File: src/rtl/cpu_trace_buffer.sv
// Circular trace capture of the retired-instruction stream with PC/forced trigger and post-trigger window.
// Optional macro TRACE_FILTER_WB_EN: capture only instructions that write back a register.
module cpu_trace_buffer #(
  parameter int DEPTH     = 16,
  parameter int POST_TRIG = 4,
  parameter int AW        = $clog2(DEPTH)
) (
  input  logic          clk,
  input  logic          reset,
  input  logic          cap_valid,
  input  logic [31:0]   cap_pc,
  input  logic [31:0]   cap_instr,
  input  logic [31:0]   cap_alu,
  input  logic          cap_wb,
  input  logic          arm,
  input  logic [31:0]   trig_pc,
  input  logic          force_trig,
  input  logic          rd_en,
  input  logic [AW-1:0] rd_idx,
  output logic          rd_valid,
  output logic [31:0]   rd_pc,
  output logic [31:0]   rd_instr,
  output logic [31:0]   rd_alu,
  output logic [1:0]    state,
  output logic          done,
  output logic [AW:0]   count,
  output logic [AW-1:0] trig_idx
);

  typedef enum logic [1:0] {IDLE = 2'd0, ARMED = 2'd1, POST = 2'd2, DONE = 2'd3} state_t;

  typedef struct packed {
    logic [31:0] pc;
    logic [31:0] instr;
    logic [31:0] alu;
  } entry_t;

  localparam logic [AW:0] FULL   = DEPTH[AW:0];
  localparam logic [AW:0] POST_N = POST_TRIG[AW:0];

  entry_t        mem [DEPTH];
  entry_t        rd_q;
  state_t        st;
  logic [AW-1:0] wr_ptr, trig_slot, oldest, rd_slot;
  logic [AW:0]   cnt, post_cnt;
  logic          force_pend, done_q;
  logic          filt, accept, hit;
  logic [1:0]    vld_pipe;

`ifdef TRACE_FILTER_WB_EN
  assign filt = cap_wb;
`else
  // cap_wb still appears in the expression so it counts as consumed
  assign filt = cap_wb | 1'b1;
`endif

  assign accept  = cap_valid && filt && (st == ARMED || st == POST);
  assign hit     = (cap_pc == trig_pc) || force_pend;
  assign oldest  = wr_ptr - cnt[AW-1:0];
  assign rd_slot = oldest + rd_idx;

  always_ff @(posedge clk or posedge reset) begin
    if (reset) begin
      st         <= IDLE;
      wr_ptr     <= '0;
      cnt        <= '0;
      post_cnt   <= '0;
      force_pend <= 1'b0;
      trig_slot  <= '0;
      done_q     <= 1'b0;
    end else if (arm) begin
      // arm wins over any same-cycle capture
      st         <= ARMED;
      wr_ptr     <= '0;
      cnt        <= '0;
      post_cnt   <= '0;
      force_pend <= 1'b0;
      trig_slot  <= '0;
      done_q     <= 1'b0;
    end else begin
      if (accept) begin
        wr_ptr <= wr_ptr + 1'b1;
        if (cnt != FULL) cnt <= cnt + 1'b1;
      end
      unique case (st)
        ARMED: begin
          if (force_trig) force_pend <= 1'b1;
          if (accept && hit) begin
            trig_slot  <= wr_ptr;
            force_pend <= 1'b0;
            if (POST_N == '0) begin
              st     <= DONE;
              done_q <= 1'b1;
            end else begin
              st <= POST;
            end
          end
        end
        POST: begin
          if (accept) begin
            post_cnt <= post_cnt + 1'b1;
            if (post_cnt + 1'b1 == POST_N) begin
              st     <= DONE;
              done_q <= 1'b1;
            end
          end
        end
        default: ;
      endcase
    end
  end

  // Storage needs no reset; contents are qualified by count
  always_ff @(posedge clk) begin
    if (accept && !arm) mem[wr_ptr] <= '{pc: cap_pc, instr: cap_instr, alu: cap_alu};
  end

  assign vld_pipe[0] = rd_en;

  always_ff @(posedge clk or posedge reset) begin
    if (reset) begin
      vld_pipe[1] <= 1'b0;
      rd_q        <= '0;
    end else begin
      vld_pipe[1] <= vld_pipe[0];
      // non-blocking read sees pre-write contents on a same-slot collision
      if (rd_en) rd_q <= ({1'b0, rd_idx} < cnt) ? mem[rd_slot] : '0;
    end
  end

  assign rd_valid = vld_pipe[1];
  assign rd_pc    = rd_q.pc;
  assign rd_instr = rd_q.instr;
  assign rd_alu   = rd_q.alu;
  assign state    = st;
  assign done     = done_q;
  assign count    = cnt;
  assign trig_idx = (st == POST || st == DONE) ? trig_slot - oldest : '0;

endmodule

File: config.mk
export PLATFORM = sky130hd
export DESIGN_NAME = cpu_trace_buffer
export DESIGN_NICKNAME = d
export VERILOG_FILES = /design/src/rtl/cpu_trace_buffer.sv
export SDC_FILE = /design/constraint.sdc
export NUM_CORES = 2
export LEC_CHECK = 0
export CORE_MARGIN = 4
export CORE_UTILIZATION = 55
export CTS_CLUSTER_DIAMETER = 60
export DETAILED_ROUTE_END_ITERATION = 10
export PLACE_DENSITY = 0.73
export SYNTH_ARGS = -nofsm -noshare
export SYNTH_HDL_FRONTEND = slang
export SYNTH_SLANG_ARGS = --single-unit
File: constraint.sdc
create_clock -name clk -period 10.2 [get_ports clk]
set_input_delay 1.02 -clock clk [delete_from_list [all_inputs] [get_ports clk]]
set_output_delay 1.02 -clock clk [all_outputs]
set_load 0.005 [all_outputs]
==> reports/summary.txt <==
Core area = 117000 sq um
Synth area leaders = edfxtp_1 (71%), mux4_2 (13%), dfrtp_1 (4.6%)
Die height = 351 um
RSZ-0062 raised after global routing = false
Grt peak-use layer = met2
Fillcell total = 7503
Register area share after synthesis = 75.9%
Placer Congestion = 0.775
Setup crit end kind = register
Storage cell area = 49100 sq um
DR DRC count = 0
# setup viols final = 0
Cell Area, Synth = 64700 sq um
Worst vdd ir = 0.000418 V
Outcome = complete, but fails checks
DIE AREA = 123000 sq um
CTS Buf Count = 164
Area delta synth->final = 15.1%
Multi-input gate area = 14900 sq um
I/O pin count = 248
Startpoint types = register
GRT Total Usage = 26.0%
Starting Density = 55.5%
Prevailing post-synth register cell = edfxtp_1
PortBufs = 246
Clock-pin transition on the worst setup and hold timing paths = 0.06 ns
Final WS setup = 4.34 ns
LEAKAGE = 23.8 nW
Slew headroom = 3.06%
Largest net degree at the start of global routing = 175
Later-pin clock latency in the skew report = 0.79 ns
Fin Setup TNS = 0 ns
Detailed-route wire length = 158000 um
Ys async rst share = 7.19%
Vias per cell = 6.49
Drt first pass iters = 6
Post-synth EDFFs = 1536
DP Worst Slack = 4.44 ns
Syn avg cell area = 22.0 sq um
Met2 Use GR = 40.5%
Vias in the first global route = 33400
Fin. max-slew vios = 0
Die Span X = 351 um
Share of the synthesized area in the top cell type = 71.3%
Most frequent cells in the layout = edfxtp_1 (1536), mux4_2 (384), clkdlybuf4s50_1 (245), clkbuf_16 (167), dfrtp_1 (119)
Root Driver = clkbuf_16
Layout cells sized above 1 = 25.4%
Synth cell types = 47
Hold slack = 0.503 ns
CTS max path bufs = 3
Upper clock frequency limit = 171 MHz
Initial antenna violation count = 29
Commonest non-fill, non-tap cell in the layout = edfxtp_1
Clock skew = 0.0418 ns
WP data required = 10.79 ns
Flops & latches, synth = 1655
Congestion Overflow GR = 0
HP Class = reg2reg
Hold Vio Cnt, Final = 0
Post-route ant nets = 1
Max_cap viols = 0
Starting DRT DRC Count = 3849
Global-route wire length before repair = 229000 um
Post-layout minimum cycle time = 5.86 ns
GR Util met1 = 36.5%
WL per Instance = 32.1 um
Post-synthesis net count = 3100
CTS tree = done
CTS Hold Bufs = 0
WS Path Type = reg2reg
Arr. time, crit path = 6.45 ns
Largest area contributor in the netlist = edfxtp_1
Final worst-path cycle share = 57.5%
Pwr Density = 286 nW/um^2
DP HPWL = 79900 um
Synthesis Warnings = 0
Postcts setup bufs = 0
Clock sink count = 1655
Worst-margin pin slew = 1.45 ns
Post-Syn Instances = 2936
Nets = 3390
GR Util met3 = 7.59%
Row cnt = 125
Routed via count = 31900
CTS resizes = 0
Crit Path Max Fanout = 45
Failing checks = antenna rules
H-tree levels = 4
[critical path, cell delays in order, from the launching register on]
cell and delay, ns:
dfrtp_1 0.43, inv_1 0.25, ha_1 0.23, inv_1 0.06, fa_1 0.37, xor2_1 0.18, ha_1 0.37, and3_1 0.24
o21ai_0 0.46, o211a_4 0.62, or2_4 0.83, buf_4 0.63, buf_4 0.66, o311ai_0 0.24
[layout make-up]
class | instances | area share, %
timing repair buffer | 304 | 3.96
antenna | 22 | 0.0739
tap | 1524 | 2.56
clock inverter | 72 | 1.17
multi-input combinational | 1080 | 20.0
inverter | 21 | 0.113
clock buffer | 237 | 6.19
sequential | 1655 | 65.9
[metal layers]
layer,vias up,share of wire [%]
met1,17000,39
met2,1703,48
met3,244,11
li1,13000,-
met4,16,2.3
met5,-,0.16
[state kept, by name (all words and copies together), names as in the netlist]
name and flops:
rd_instr 32, force_pend 1, trig_slot 4, rd_pc 32, count 5, wr_ptr 4, rd_valid 1, rd_alu 32
done 1, post_cnt 5, mem 1536, state 2
[power breakdown]
| group | internal (mW) | switching [mW] |
|---|---|---|
| combinational | 3.61 | 3.61 |
| clock | 3.51 | 2.57 |
| sequential | 7.75 | 0.246 |
| total | 14.9 | 6.43 |
[final timing paths]
kind	startpoint	end	slack (ns)	depth (start not counted)
hold reg to reg	rd_alu[8]	rd_alu[8]	0.50	2
min in group asynchronous	reset	rd_instr[3]	0.68	2
max in group asynchronous	reset	rd_alu[4]	8.16	3
hold / removal	rd_alu[8]	rd_alu[8]	0.50	2
setup / recovery	wr_ptr[0]	rd_alu[5]	4.34	13
setup reg to reg	wr_ptr[0]	rd_alu[5]	4.34	13
[synth_stat cells, types with 2 or more instances]
cell type and count:
a211o_1 3, a211oi_1 3, a21o_1 5, a21oi_1 9, a31oi_1 5, and2_1 14
and3_1 4, buf_1 2, buf_2 42, buf_6 8, clkbuf_1 127, dfrtp_1 119
edfxtp_1 1536, fa_1 3, ha_1 22, inv_1 21, mux2_2 96, mux2i_1 97
mux4_2 384, nand2_1 17, nand2b_1 102, nand3_1 5, nand4_1 17, nor2_1 28
nor2b_1 4, nor3_1 2, nor3b_1 4, nor4_1 2, o211ai_1 96, o21ai_0 4
o311ai_0 56, o311ai_2 40, or2_2 2, xnor2_1 36, xor2_1 9
[logic make-up after synthesis]
group / after synthesis / share of synthesized area, %
AND/OR/NAND/NOR: 205 / 1.81
buffers and inverters: 201 / 1.35
adder cells (fa/ha/maj): 25 / 0.518
AO/OA/AOI/OAI: 227 / 3.25
multiplexers: 577 / 16.5
XOR/XNOR: 46 / 0.644
flip-flops: 1655 / 75.9
[stage by stage]
step	power (mW)	cells	util, %	instance area, sq um
final	21.3	4915	63.9	74500
after global routing	22.2	4898	63.9	74400
after CTS	21.4	4893	63.9	74400
after detailed placement	15.4	4584	59.1	68900
after global placement	15.2	4584	59.1	68900
after floorplan	13.2	2936	-	64700
No activity file was read; power rests on OpenSTA's default activity.
